<file path="src/rtl/frogger_pkg.sv">
// Shared definitions for the frogger lane block: tile codes, row map,
// per-lane reload values, reset patterns and small row/tile helpers.
package frogger_pkg;

  typedef enum logic [3:0] {
    TILE_GRASS = 4'd0,
    TILE_ROAD  = 4'd1,
    TILE_WATER = 4'd2,
    TILE_LOG   = 4'd3,
    TILE_LILY  = 4'd4,
    TILE_CAR   = 4'd5,
    TILE_HEDGE = 4'd6
  } tile_e;

  localparam int c_GAME_WIDTH  = 14;
  localparam int c_LANE_BITS   = 14;
  localparam int c_NUM_LANES   = 12;

  localparam logic [5:0] c_ROW_HOME        = 6'd0;
  localparam logic [5:0] c_ROW_RIVER_FIRST = 6'd1;
  localparam logic [5:0] c_ROW_RIVER_LAST  = 6'd6;
  localparam logic [5:0] c_ROW_MEDIAN      = 6'd7;
  localparam logic [5:0] c_ROW_ROAD_FIRST  = 6'd8;
  localparam logic [5:0] c_ROW_ROAD_LAST   = 6'd13;
  localparam logic [5:0] c_ROW_START       = 6'd14;

  // Lane index 0-5 are river rows 1-6, lane index 6-11 are road rows 8-13.
  localparam logic [5:0] c_RELOAD [c_NUM_LANES] = '{
    6'd39, 6'd39, 6'd39, 6'd39, 6'd39, 6'd39,
    6'd20, 6'd28, 6'd16, 6'd34, 6'd24, 6'd12
  };

  localparam logic [13:0] c_RESET_PATTERN [c_NUM_LANES] = '{
    14'h0E38, 14'h3C0F, 14'h01F8, 14'h0E1C, 14'h3870, 14'h07C7,
    14'h0603, 14'h1830, 14'h0C18, 14'h2041, 14'h0306, 14'h1818
  };

  // River rows and the even road rows move left; odd road rows move right.
  function automatic bit lane_shifts_left(input int idx);
    return (idx < 6) || (((idx - 6) % 2) == 0);
  endfunction

  function automatic tile_e home_tile(input logic [5:0] x);
    tile_e t;
    case (x)
      6'd1, 6'd4, 6'd7, 6'd10, 6'd13: t = TILE_LILY;
      default:                        t = TILE_HEDGE;
    endcase
    return t;
  endfunction

endpackage

</file>
<file path="src/rtl/frogger_lanes_lane_shifter.sv">
// One moving row: a tick-driven countdown and the 14-bit occupancy
// pattern that rotates one column each time the countdown expires.
module lane_shifter
  import frogger_pkg::*;
#(
  parameter logic [5:0]  p_RELOAD        = 6'd39,
  parameter logic [13:0] p_RESET_PATTERN = 14'h0000,
  parameter bit          p_SHIFT_LEFT    = 1'b1
) (
  input  logic        i_Clk,
  input  logic        i_Reset,
  input  logic        i_Tick,
  output logic [13:0] o_Pattern
);

  logic [5:0]  count_reg;
  logic [13:0] pattern_reg;
  logic [13:0] pattern_next;

  // Left: bit c takes bit c+1, bit 13 takes bit 0. Right: the mirror image.
  always_comb begin
    if (p_SHIFT_LEFT)
      pattern_next = {pattern_reg[0], pattern_reg[13:1]};
    else
      pattern_next = {pattern_reg[12:0], pattern_reg[13]};
  end

  // The tick that takes the count to zero reloads it in the same edge,
  // so a row moves exactly once every p_RELOAD ticks.
  always_ff @(posedge i_Clk) begin
    if (i_Reset) begin
      count_reg   <= p_RELOAD;
      pattern_reg <= p_RESET_PATTERN;
    end else if (i_Tick) begin
      if (count_reg <= 6'd1) begin
        count_reg   <= p_RELOAD;
        pattern_reg <= pattern_next;
      end else begin
        count_reg <= count_reg - 6'd1;
      end
    end
  end

  assign o_Pattern = pattern_reg;

endmodule

</file>
<file path="src/rtl/frogger_lanes.sv">
// Frogger playfield lanes: tick prescaler, twelve moving rows, and two
// registered tile lookup ports (frog position and renderer cell).
module frogger_lanes #(
  parameter int c_GAME_WIDTH  = frogger_pkg::c_GAME_WIDTH,
  parameter int c_TICK_PERIOD = 1000000
) (
  input  logic       i_Clk,
  input  logic       i_Reset,
  input  logic       i_Game_Active,
  input  logic [5:0] i_Frogger_X,
  input  logic [5:0] i_Frogger_Y,
  input  logic [5:0] i_Col_Count_Div,
  input  logic [5:0] i_Row_Count_Div,
  output logic       o_Collided,
  output logic       o_On_Log,
  output logic [3:0] o_Bitmap_Data,
  output logic [3:0] o_Tile_Code
);

  import frogger_pkg::*;

  localparam int c_PRESC_W = (c_TICK_PERIOD > 1) ? $clog2(c_TICK_PERIOD) : 1;
  localparam logic [c_PRESC_W-1:0] c_PRESC_LAST = c_PRESC_W'(c_TICK_PERIOD - 1);

  logic [c_PRESC_W-1:0] presc_reg;
  logic                 tick;
  logic [13:0]          lane_pattern [c_NUM_LANES];
  tile_e                frog_tile;
  tile_e                render_tile;

  assign tick = i_Game_Active && (presc_reg == c_PRESC_LAST);

  always_ff @(posedge i_Clk) begin
    if (i_Reset)
      presc_reg <= '0;
    else if (i_Game_Active)
      presc_reg <= tick ? '0 : presc_reg + 1'b1;
  end

  generate
    for (genvar gi = 0; gi < c_NUM_LANES; gi++) begin : g_lane
      lane_shifter #(
        .p_RELOAD       (c_RELOAD[gi]),
        .p_RESET_PATTERN(c_RESET_PATTERN[gi]),
        .p_SHIFT_LEFT   (lane_shifts_left(gi))
      ) u_lane (
        .i_Clk    (i_Clk),
        .i_Reset  (i_Reset),
        .i_Tick   (tick),
        .o_Pattern(lane_pattern[gi])
      );
    end
  endgenerate

  // Reads the current (pre-shift) pattern registers.
  function automatic tile_e tile_lookup(input logic [5:0] x, input logic [5:0] y);
    tile_e      t;
    logic [3:0] ly;
    t  = TILE_GRASS;
    ly = y[3:0];
    if ((int'(x) < c_GAME_WIDTH) && (int'(x) < c_LANE_BITS) && (y <= c_ROW_START)) begin
      if (y == c_ROW_HOME)
        t = home_tile(x);
      else if (y >= c_ROW_RIVER_FIRST && y <= c_ROW_RIVER_LAST)
        t = lane_pattern[ly - 4'd1][x[3:0]] ? TILE_LOG : TILE_WATER;
      else if (y >= c_ROW_ROAD_FIRST && y <= c_ROW_ROAD_LAST)
        t = lane_pattern[ly - 4'd2][x[3:0]] ? TILE_CAR : TILE_ROAD;
    end
    return t;
  endfunction

  always_comb begin
    frog_tile   = tile_lookup(i_Frogger_X, i_Frogger_Y);
    render_tile = tile_lookup(i_Col_Count_Div, i_Row_Count_Div);
  end

  always_ff @(posedge i_Clk) begin
    if (i_Reset) begin
      o_Bitmap_Data <= 4'd0;
      o_On_Log      <= 1'b0;
      o_Collided    <= 1'b0;
      o_Tile_Code   <= 4'd0;
    end else begin
      o_Bitmap_Data <= frog_tile;
      o_On_Log      <= (frog_tile == TILE_LOG);
      o_Collided    <= (frog_tile == TILE_CAR);
      o_Tile_Code   <= render_tile;
    end
  end

endmodule

</file>
<file path="config.mk">
export PLATFORM = sky130hd
export DESIGN_NAME = frogger_lanes
export DESIGN_NICKNAME = d
export VERILOG_FILES = /design/src/rtl/frogger_pkg.sv /design/src/rtl/frogger_lanes_lane_shifter.sv /design/src/rtl/frogger_lanes.sv
export SDC_FILE = /design/constraint.sdc
export NUM_CORES = 1
export LEC_CHECK = 0
export BUFFER_PORTS_ARGS = -buffer_cell sky130_fd_sc_hd__buf_2
export CAP_MARGIN = 40
export CORE_UTILIZATION = 50
export DETAILED_ROUTE_END_ITERATION = 16
export PLACE_DENSITY = 0.68
export SETUP_SLACK_MARGIN = 0.02
export SYNTH_ARGS = -nofsm -noshare
export SYNTH_HDL_FRONTEND = slang
export SYNTH_SLANG_ARGS = --single-unit
</file>
<file path="constraint.sdc">
create_clock -name i_Clk -period 4.5 [get_ports i_Clk]
set_clock_uncertainty 0.05 [all_clocks]
set_input_delay 0.225 -clock i_Clk [delete_from_list [all_inputs] [get_ports i_Clk]]
set_output_delay 0.225 -clock i_Clk [all_outputs]
set_load 0.03 [all_outputs]
</file>
==> qor.yml, run 1 <==
logic_synthesis:
  yosysWarnings: 0
  synth-seq-cells: 268
  avgSynthCellArea_sq_um: 10.05
  synth_cell_types: 61
  ys.flop_type: "dfxtp_1"
  synth-edff-count: 0
  syn_area_sq_mm: 0.01677
  async_reset_ff_share_pct: 0
  ys_seq_area_share_pct: 31.99
  syn-instance-count: 1669
power_and_ir_drop:
  leakagePower_nw: 6.461
  vdd.ir_drop.worst_mv: 0.3128
  power_w: 0.005686
  pwr_density_cell_mw_per_mm2: 311.3
timing:
  max_freq_mhz: 288.1
  slew_violations: 0
  setup_viol: 0
  relSlewSlack_pct: 38.52
  rsz0062_at_grt: "no"
  setup-tns-final_ns: 0
  period_share_pct: 77.14
  worst_slew_pin_slew_ns: 0.9222
  finalHoldViolations: 0
  min_period_ns: 3.471
grt:
  grt_pass1_vias: 12490
  busiest_layer: "met2"
  met3_usage_pct: 3.421
  use_met2_pct: 40.80
  track_usage_pct: 26.00
  antenna_found_initial: 0
  grt_max_degree: 114
  use_met1_pct: 36.57
  grt_first_pass_wirelength_microns: 70080
  grt_overflow: 0
setup_path:
  cp-endpoint: "g_lane[5].u_lane.o_Pattern[10]"
  cp-start-kind: "flip-flop"
  r2r_end: "g_lane[5].u_lane.o_Pattern[10]"
  r2r_start: "presc_reg[0]"
  ff2ff_path_depth: 9
  critPathLaunch: "presc_reg[0]"
  r2r_setup_slack_ns: 1.03
  crit_required_ns: 4.90
  end_kind: "flip-flop"
  cp_max_fo: 20
  arrival_ns: 3.87
  critPathKind: "flip-flop to flip-flop"
floorplan:
  die_h_microns: 185.2
  num_rows: 66
  ios: 37
  core_region_area_sq_mm: 0.03278
  start_util_pct: 51.16
  dieArea_sq_mm: 0.03428
  die_w_microns: 185.2
place:
  gp_congestion: 0.9393
  io_buffers: 34
  post-dp-hpwl_microns: 29410
  place_area_sq_mm: 0.01712
flow_run:
  drv_cap: 0
final_layout:
  drive_above_1_share_pct: 18.94
  final_nets: 1704
  layout_commonest_cell: "dfxtp_1"
  final_cell_mix: "268 x dfxtp_1, 247 x nand2_1, 178 x mux4_2"
  largest_reg_flops: 168
  finalInstanceArea_sq_mm: 0.01827
  nFillCells: 2832
  syn2layout_area_growth_pct: 8.900
  diodes: 0
routing:
  drc_errors: 0
  vias: 13340
  wl_per_cell_microns: 20.73
  ant_nets: 0
  drtPass1Iterations: 6
  drt_iter0_markers: 1514
  vias_per_cell: 6.354
  wirelength_microns: 43530
worst_hold_path:
  hold_class: "primary input to flip-flop"
cts:
  cts.reportedPaths.clkPinSlew_ns: 0.06
  cts_hold_buf: 9
  post_cts_buffers: 0
  cts_max_level: 1
  cts_tree: "done"
  clock_path_buffers: 3
  clock_sinks: 268
  root_buffer: "clkbuf_16"
  numCtsBuffers: 30
  clk_latency_ns: 0.58
  cts-resized-gates: 0
status:
  status: "finished, final reports clean"
## worst min-delay path by stage
stage	from	endpoint	cells after the start
final	i_Frogger_X[4]	o_Bitmap_Data[1]	5
after global routing	i_Row_Count_Div[4]	o_Tile_Code[0]	5
after CTS	i_Frogger_X[4]	o_Bitmap_Data[1]	5
after detailed placement	g_lane[7].u_lane.count_reg[4]	g_lane[7].u_lane.count_reg[4]	2
after global placement	g_lane[6].u_lane.count_reg[4]	g_lane[6].u_lane.count_reg[4]	2
after floorplan	i_Game_Active	presc_reg[0]	2
## metal layers
metal / part of all wire (%) / vias to the layer above
li1: - / 6073
met1: 42 / 6505
met2: 45 / 634
met3: 8.1 / 132
met4: 4.4 / 0
met5: 0 / -
## logic make-up after synthesis
kind of cell,count (synthesis),synth area share [%]
AOI/OAI and AO/OA,207,8.139
other,1,0.02236
muxes,272,29.56
xor gates and xnor gates,86,4.491
and+or+nand+nor,629,18.11
DFF,268,31.99
buffers and inverters,167,4.782
adders and majority gates,39,2.909
## synthesized netlist by cell type (3+ instances only)
master | count | share of area (%)
clkbuf_1 | 90 | 2.0
nor3_4 | 5 | 0.48
inv_1 | 31 | 0.69
mux4_2 | 178 | 24
o22ai_1 | 5 | 0.19
mux2_2 | 6 | 0.40
a21oi_1 | 78 | 2.3
dfxtp_1 | 268 | 32
a211o_1 | 44 | 2.3
and4_1 | 4 | 0.21
nor3b_1 | 4 | 0.18
or3_1 | 8 | 0.30
a311oi_1 | 6 | 0.31
xnor2_1 | 49 | 2.6
buf_1 | 12 | 0.27
nor2_1 | 126 | 2.8
nand3b_1 | 21 | 0.94
a22oi_1 | 5 | 0.22
o211ai_1 | 11 | 0.49
or4_4 | 6 | 0.40
nand2b_1 | 9 | 0.34
nand4_1 | 13 | 0.48
xor2_1 | 37 | 1.9
buf_12 | 4 | 0.48
buf_6 | 9 | 0.60
nor3_1 | 72 | 2.1
buf_4 | 3 | 0.13
nor4_1 | 21 | 0.78
nand2_1 | 247 | 5.5
mux2i_1 | 88 | 5.3
o21ai_0 | 20 | 0.60
and3_1 | 5 | 0.19
o311ai_0 | 3 | 0.16
a211oi_1 | 7 | 0.31
a31oi_1 | 12 | 0.45
ha_1 | 39 | 2.9
nor2b_1 | 47 | 1.8
buf_2 | 16 | 0.48
nand3_1 | 20 | 0.60
and2_1 | 7 | 0.26
and2b_1 | 4 | 0.18
## stage by stage
step | cells | util (%) | worst slack [ns] | hold WS, ns
floorplan | 1670 | - | 0.2324 | 0.3265
global placement | 2039 | 52.23 | 1.114 | 0.4215
detailed placement | 2039 | 52.23 | 1.027 | 0.4294
CTS | 2100 | 55.71 | 1.013 | 0.03592
global route | 2100 | 55.71 | 0.8285 | 0.07098
finish | 2100 | 55.71 | 1.029 | 0.05022
## worst max-delay path: stages, from the launching register on
cell     delay [ns]
dfxtp_1        0.39
ha_1           0.21
and3_4         0.22
nand2_2        0.09
or4_4          0.68
or4_1          0.52
nor3_4         0.55
buf_4          0.31
nor2b_1        0.06
a211o_1        0.27
## power breakdown
part,total [W],internal (W),switching [W]
Combinational,0.000709,0.000319,0.000390
Clock,0.00260,0.00159,0.00101
Sequential,0.00238,0.00237,0.00000174
## area by class of cell
cell class | count | area, sq um | area share, %
clock buffer | 40 | 838.3 | 4.590
clock inverter | 12 | 214.0 | 1.171
inverter | 32 | 120.1 | 0.6576
multi-input combinational | 1235 | 10660 | 58.34
sequential | 268 | 5365 | 29.37
tap | 442 | 553.0 | 3.028
timing repair buffer | 71 | 519.2 | 2.843
(Power assumes the default switching activity.)
==> run 2, diff against run 1 <==
==> constraint.sdc (replaced) <==
create_clock -name i_Clk -period 3.15 [get_ports i_Clk]
set_clock_uncertainty 0.05 [all_clocks]
set_input_delay 0.1575 -clock i_Clk [delete_from_list [all_inputs] [get_ports i_Clk]]
set_output_delay 0.1575 -clock i_Clk [all_outputs]
set_load 0.03 [all_outputs]
==> run 2 against run 1 <==
- sequential share of layout area down 0.42 points
- cell area up 1.4%
- count of clock-buffer cells in the layout up 3
- setup slack worse by 0.87 ns
- total power up 38%
- die area unchanged
- fmax up 16%
- highest routed layer unchanged
==> qor.yml, run 2 (synthesized netlist as in run 1, its figures left out) <==
status:
  status: "finished, final reports clean"
routing:
  drc_errors: 0  # unchanged
  wirelength_microns: 45020  # +3.4%
  drtPass1Iterations: 8  # +2
  wl_per_cell_microns: 21.17  # +2.1%
  ant_nets: 0  # unchanged
  vias_per_cell: 6.277  # -1.2%
  vias: 13350  # +0.052%
  drt_iter0_markers: 1179  # -22%
place:
  gp_congestion: 0.9839  # +4.7%
  dpl.cell_count: 2060  # +1.0%
  io_buffers: 34  # unchanged
  post-dp-hpwl_microns: 31800  # +8.1%
setup_path:
  ff2ff_path_depth: 10  # +1
  crit_buf_inv: 2  # +1
  cp_max_fo: 23  # +15%
  r2r_start: "presc_reg[2]"
  r2r_setup_slack_ns: 0.16  # -0.87 ns
  crit_chain: "and3_1 > and3_4 > nand2_2 > or4_4 > buf_4 > or4_4 > nor3_4 > buf_12 > nor2b_1 > a211o_1"
  critPathSlowestCell: "or4_4"
  cp-start-kind: "flip-flop"
  arrival_ns: 3.37  # -0.50 ns
  r2r_end: "g_lane[2].u_lane.o_Pattern[4]"
  critPathKind: "flip-flop to flip-flop"
  end_kind: "flip-flop"
  crit_required_ns: 3.53  # -1.37 ns
  path_delay_family: "simple AND/OR/NAND/NOR gates"
  cp_common_cell: "or4_4"
  cp_slowest_stage_delay_ns: 0.52  # -0.16 ns
timing:
  finalHoldViolations: 0  # unchanged
  worst_slew_pin_slew_ns: 0.8337  # -0.08858 ns
  max_freq_mhz: 334.7  # +16%
  setup-tns-final_ns: 0  # unchanged
  slew_violations: 0  # unchanged
  rsz0062_at_grt: "no"
  holdWs_ns: 0.04675  # -0.003473 ns
  period_share_pct: 94.85  # +18 points
  setup_viol: 0  # unchanged
  relSlewSlack_pct: 44.15  # +5.6 points
  min_period_ns: 2.988  # -0.4835 ns
cts:
  clock_sinks: 268  # unchanged
  clock_path_buffers: 3  # unchanged
  numCtsBuffers: 29  # -3.3%
  cts_tree: "done"
  root_buffer: "clkbuf_16"
  clk_latency_ns: 0.54  # -0.04 ns
  cts.reportedPaths.clkPinSlew_ns: 0.06  # about the same
  cts_max_level: 1  # unchanged
grt:
  met3_usage_pct: 4.129  # +0.71 points
  grt_overflow: 0  # unchanged
  track_usage_pct: 26.76  # +0.76 points
  grt_max_degree: 65  # -43%
  antenna_found_initial: 0  # unchanged
  grt_pass1_vias: 12750  # +2.1%
  grt_first_pass_wirelength_microns: 71460  # +2.0%
  busiest_layer: "met2"
  use_met1_pct: 35.46  # -1.1 points
  use_met2_pct: 44.12  # +3.3 points
final_layout:
  final_nets: 1729  # +1.5%
  seqCellArea_sq_mm: 0.005365  # unchanged
  layout_commonest_cell: "dfxtp_1"
  syn2layout_area_growth_pct: 10.47
  nFillCells: 2792  # -1.4%
  stdcell_count: 2127  # +1.3%
  largest_reg_flops: 168  # unchanged
  multi_input_area_sq_mm: 0.01068  # +0.20%
  final_cell_mix: "268 x dfxtp_1, 247 x nand2_1, 178 x mux4_2"
  drive_above_1_share_pct: 19.95  # +1.0 points
worst_hold_path:
  min_path_cells: 5  # unchanged
  hp-start: "i_Frogger_Y[5]"
  hold_class: "primary input to flip-flop"
  hold_path_end: "o_Bitmap_Data[1]"
power_and_ir_drop:
  vdd.ir_drop.worst_mv: 0.3708  # +19%
  leakagePower_nw: 6.582  # +1.9%
  pwr_density_cell_mw_per_mm2: 422.8  # +36%
floorplan:
  dieArea_sq_mm: 0.03428  # unchanged
  die_w_microns: 185.2  # unchanged
  start_util_pct: 51.16  # unchanged
  ios: 37  # unchanged
  num_rows: 66  # unchanged
  die_h_microns: 185.2  # unchanged
  core_region_area_sq_mm: 0.03278  # unchanged
flow_run:
  drv_cap: 0  # unchanged
-- run 2: cell count changes in the layout (fill, tap and decap cells not counted), moves of 2 or more --
cell | previous run | this run
buf_12 | 3 | 14
buf_4 | 27 | 36
bufinv_16 | 5 | 2
clkbuf_1 | 5 | 7
clkbuf_8 | 5 | 7
clkinvlp_4 | 0 | 2
dlygate4sd3_1 | 9 | 13
-- run 2: cell type report --
| type | count | share of cell area (%) |
|---|---|---|
| Tap cell | 442 | 2.985 |
| Inverter | 32 | 0.6483 |
| Clock inverter | 9 | 0.5605 |
| Multi-Input combinational cell | 1236 | 57.62 |
| Antenna cell | 1 | 0.01351 |
| Clock buffer | 43 | 4.579 |
| Timing Repair Buffer | 96 | 4.633 |
| Sequential cell | 268 | 28.96 |
-- run 2: routing by layer --
metal | vias to the layer above | part of all wire (%)
li1 | 6133 | -
met1 | 6549 | 41
met2 | 583 | 47
met3 | 86 | 7.5
met4 | 0 | 3.7
met5 | - | 0
-- run 2: worst max-delay path by stage --
stage | from | end | depth (start not counted)
final | presc_reg[2] | g_lane[2].u_lane.o_Pattern[4] | 10
after global routing | presc_reg[6] | g_lane[3].u_lane.o_Pattern[11] | 9
after CTS | presc_reg[1] | g_lane[3].u_lane.o_Pattern[4] | 10
after detailed placement | presc_reg[1] | g_lane[3].u_lane.o_Pattern[4] | 10
after global placement | presc_reg[1] | g_lane[0].u_lane.o_Pattern[5] | 10
after floorplan | i_Frogger_Y[1] | o_On_Log | 14
-- run 2: worst min-delay path, cell delays in order --
cell and delay, ns:
buf_2 0.09, nor2_1 0.06, nand4_1 0.10, nor2_1 0.07, o211a_1 0.12
-- run 2: metrics by stage --
stage	power [W]	util [%]	worst slack (ns)	area [sq um]
floorplan	0.004211	-	0.01536	16840
global placement	0.004484	53.13	0.1215	17420
detailed placement	0.004489	53.13	0.02857	17420
CTS	0.007891	56.43	0.02695	18500
global route	0.008113	56.51	0.02452	18530
finish	0.007834	56.51	0.1621	18530
-- run 2: report_power, final --
group | switching, W | internal (W)
logic | 0.000579 | 0.000473
clock network | 0.00137 | 0.00202
registers | 0.00000177 | 0.00339
-- run 2: timing repair --
item	4_1_cts	5_1_grt
gates resized for setup	0	3
hold buffers	13	0
endpoints found under the hold margin	27	0
endpoints found under the setup margin	0	55
buffers inserted	0	0
==> run 3, diff against run 2 <==
--- a/config.mk
+++ b/config.mk
@@ -5,12 +5,15 @@
 export SDC_FILE = /design/constraint.sdc
 export NUM_CORES = 1
 export LEC_CHECK = 0
+export ABC_AREA = 1
 export BUFFER_PORTS_ARGS = -buffer_cell sky130_fd_sc_hd__buf_2
 export CAP_MARGIN = 40
 export CORE_UTILIZATION = 50
+export CTS_BUF_LIST = sky130_fd_sc_hd__clkbuf_8
 export DETAILED_ROUTE_END_ITERATION = 16
 export PLACE_DENSITY = 0.68
 export SETUP_SLACK_MARGIN = 0.02
 export SYNTH_ARGS = -nofsm -noshare
 export SYNTH_HDL_FRONTEND = slang
+export SYNTH_HIERARCHICAL = 1
 export SYNTH_SLANG_ARGS = --single-unit
==> run 3 against run 2 <==
- fmax rose by 0.45%
- hold slack improved by 0.020 ns
- critical path depth did not move
- area after synthesis rose by 20%
- count of clock-buffer cells in the layout rose by 19
- register-to-register slack improved by 0.46 ns
- cell area rose by 15%
- die area rose by 20%
- global-route usage rose by 6.0 points
- via count rose by 66%
- critical path type is now primary input to flip-flop
- largest cell class unchanged
==> qor.yml, run 3 <==
routing:
  routed.top_layer: "met4"
  vias: 22170  # +66%
  wl_per_cell_microns: 17.13  # -19%
  met2_wirelength_microns: 29690  # +39%
  route.layer.met1.wl_microns: 29760  # +60%
  drtPass1Iterations: 6  # -2
  wirelength_microns: 68640  # +52%
  drt_iter0_markers: 2790  # +140%
  drc_errors: 0  # unchanged
  wl_met3_microns: 6568  # +94%
  ant_nets: 0  # unchanged
  vias_per_cell: 5.535  # -12%
cts:
  numCtsBuffers: 49  # +69%
  clk_latency_ns: 0.64  # +0.10 ns
  cts_max_level: 2  # +1
  cts.reportedPaths.clkPinSlew_ns: 0.08  # +0.02 ns
  clock_sinks: 268  # unchanged
  cts-resized-gates: 0  # unchanged
  cts_tree: "done"
  clock_path_buffers: 3  # unchanged
  root_buffer: "clkbuf_8"
final_layout:
  syn2layout_area_growth_pct: 6.389
  multi_input_area_sq_mm: 0.01204  # +13%
  drive_above_1_share_pct: 7.239  # -13 points
  finalInstanceArea_sq_mm: 0.02137  # +15%
  seqCellArea_sq_mm: 0.005365  # unchanged
  final_nets: 3516  # +100%
  nFillCells: 4068  # +46%
  final_cell_mix: "1053 x nand2_1, 542 x nand3_1, 445 x nor2_1"
  largest_reg_flops: 168  # unchanged
  layout_commonest_cell: "nand2_1"
  fin_util_pct: 53.92  # -2.6 points
  diodes: 0  # -1
floorplan:
  dieArea_sq_mm: 0.04099  # +20%
  start_util_pct: 50.68  # -0.48 points
  num_rows: 73  # +11%
  die_h_microns: 202.5  # +9.3%
  die_w_microns: 202.5  # +9.3%
  core_region_area_sq_mm: 0.03964  # +21%
  ios: 37  # unchanged
logic_synthesis:
  synth-edff-count: 0  # unchanged
  synth-seq-cells: 268  # unchanged
  avgSynthCellArea_sq_um: 5.765  # -43%
  synthTopCellsByArea: "dfxtp_1 27%, nand2_1 20%, nand3_1 14%, nor2_1 8.3%, inv_1 7.5%"
  syn_area_sq_mm: 0.02009  # +20%
  synth_top_area_cell: "dfxtp_1"
  async_reset_ff_share_pct: 0  # unchanged
  synth_cell_types: 36  # -41%
  yosysWarnings: 6  # +6
  ys_top_cells_by_count: "1053 x nand2_1, 542 x nand3_1, 445 x nor2_1"
  yosysTopAreaCellShare_pct: 26.70  # -5.3 points
  yosysMostFrequentCell: "nand2_1"
  ys_seq_area_share_pct: 26.70  # -5.3 points
  syn-instance-count: 3485  # +110%
  ys.flop_type: "dfxtp_1"
setup_path:
  end_kind: "flip-flop"
  cp-start-kind: "primary input"
  crit_required_ns: 3.68  # +0.15 ns
  r2r_start: "g_lane[4].u_lane/o_Pattern[1]"
  critPathKind: "primary input to flip-flop"
  cp_max_fo: 3  # -87%
  critPathLaunch: "i_Row_Count_Div[4]"
  arrival_ns: 3.51  # +0.14 ns
place:
  dp_slack_ns: 0.5408  # +0.5123 ns
  post-dp-hpwl_microns: 48830  # +54%
  place_area_sq_mm: 0.02021  # +16%
  gp_congestion: 1.003  # +1.9%
  io_buffers: 34  # unchanged
timing:
  relSlewSlack_pct: 32.55  # -12 points
  setup-tns-final_ns: 0  # unchanged
  finalHoldViolations: 0  # unchanged
  worst_slew_pin_slew_ns: 1.012  # +0.1781 ns
  setup_viol: 0  # unchanged
  min_period_ns: 2.975  # -0.01333 ns
  max_freq_mhz: 336.2  # +0.45%
  period_share_pct: 94.43  # -0.42 points
  setup_slack_ns: 0.1754  # +0.01333 ns
  rsz0062_at_grt: "no"
  slew_violations: 0  # unchanged
grt:
  track_usage_pct: 32.77  # +6.0 points
  grt_overflow: 0  # unchanged
  grt_pass1_vias: 19660  # +54%
  grt_first_pass_wirelength_microns: 107000  # +50%
  antenna_found_initial: 0  # unchanged
  grt_max_degree: 213  # +230%
power_and_ir_drop:
  vdd.ir_drop.worst_mv: 0.4835  # +30%
  pwr_density_cell_mw_per_mm2: 379.5  # -10%
  leakagePower_nw: 10.35  # +57%
flow_run:
  drv_cap: 0  # unchanged
worst_hold_path:
  hp-start: "i_Row_Count_Div[2]"
  hold_class: "primary input to flip-flop"
status:
  status: "finished, final reports clean"
==> run 3: logic make-up (layout without fill, tap and decap cells) <==
family	count (synthesis)	count (layout)	synth area share [%]
and+or+nand+nor	2167	2167	46.49
AOI/OAI and AO/OA	400	400	10.67
other	1	2	0.01867
buffers and inverters	603	598	13.38
adders and majority gates	39	39	2.429
xor gates and xnor gates	7	7	0.3052
DFF	268	268	26.70
==> run 3: area by class of cell <==
class                           instances  share of cell area, %
Multi-Input combinational cell       2615                  56.33
Clock inverter                         20                 0.7200
Clock buffer                           62                  3.992
Tap cell                              525                  3.073
Inverter                              430                  7.563
Sequential cell                       268                  25.10
Timing Repair Buffer                   86                  3.220
==> run 3: routing by layer <==
layer,global-route usage (%),up-vias
met2,49.91,1060
met4,13.86,0
li1,-,10970
met3,5.136,168
met5,0,-
met1,45.74,9980
==> run 3: what timing repair did <==
action / in CTS / in global routing
endpoints found under the setup margin: 0 / 0
setup buffers: 0 / 0
hold endpoints to repair: 12 / 0
hold buffers: 16 / 0
==> run 3: worst paths after layout <==
kind,slack (ns),to,depth (start not counted)
setup / recovery,0.18,o_Tile_Code[0],10
hold / removal,0.07,o_Tile_Code[1],5
setup reg to reg,0.62,o_Tile_Code[2],11
hold reg to reg,0.42,presc_reg[18],1
==> run 3: power breakdown <==
group	switching (W)	internal, W
sequential	0.00000233	0.00339
combinational	0.000936	0.000361
clock	0.00149	0.00193
total	0.00243	0.00568
==> run 3: stage by stage <==
step           std cells  hold WS [ns]  total power [W]
5_1_grt             4006       0.08649         0.008444
3_5_place_dp        3908        0.3998         0.004701
2_1_floorplan       3486        0.2147         0.004334
6_report            4006       0.06676         0.008112
4_1_cts             4006       0.01197         0.008160
3_3_place_gp        3908        0.3932         0.004700
==> run 3: worst max-delay path: stages <==
cell,delay [ns]
dlygate4sd3_1,0.53
buf_2,0.12
nor2_1,0.11
dlygate4sd3_1,0.60
inv_1,0.09
nor4_1,0.50
dlygate4sd3_1,0.65
nand2_1,0.06
a21oi_1,0.12
dlygate4sd3_1,0.57
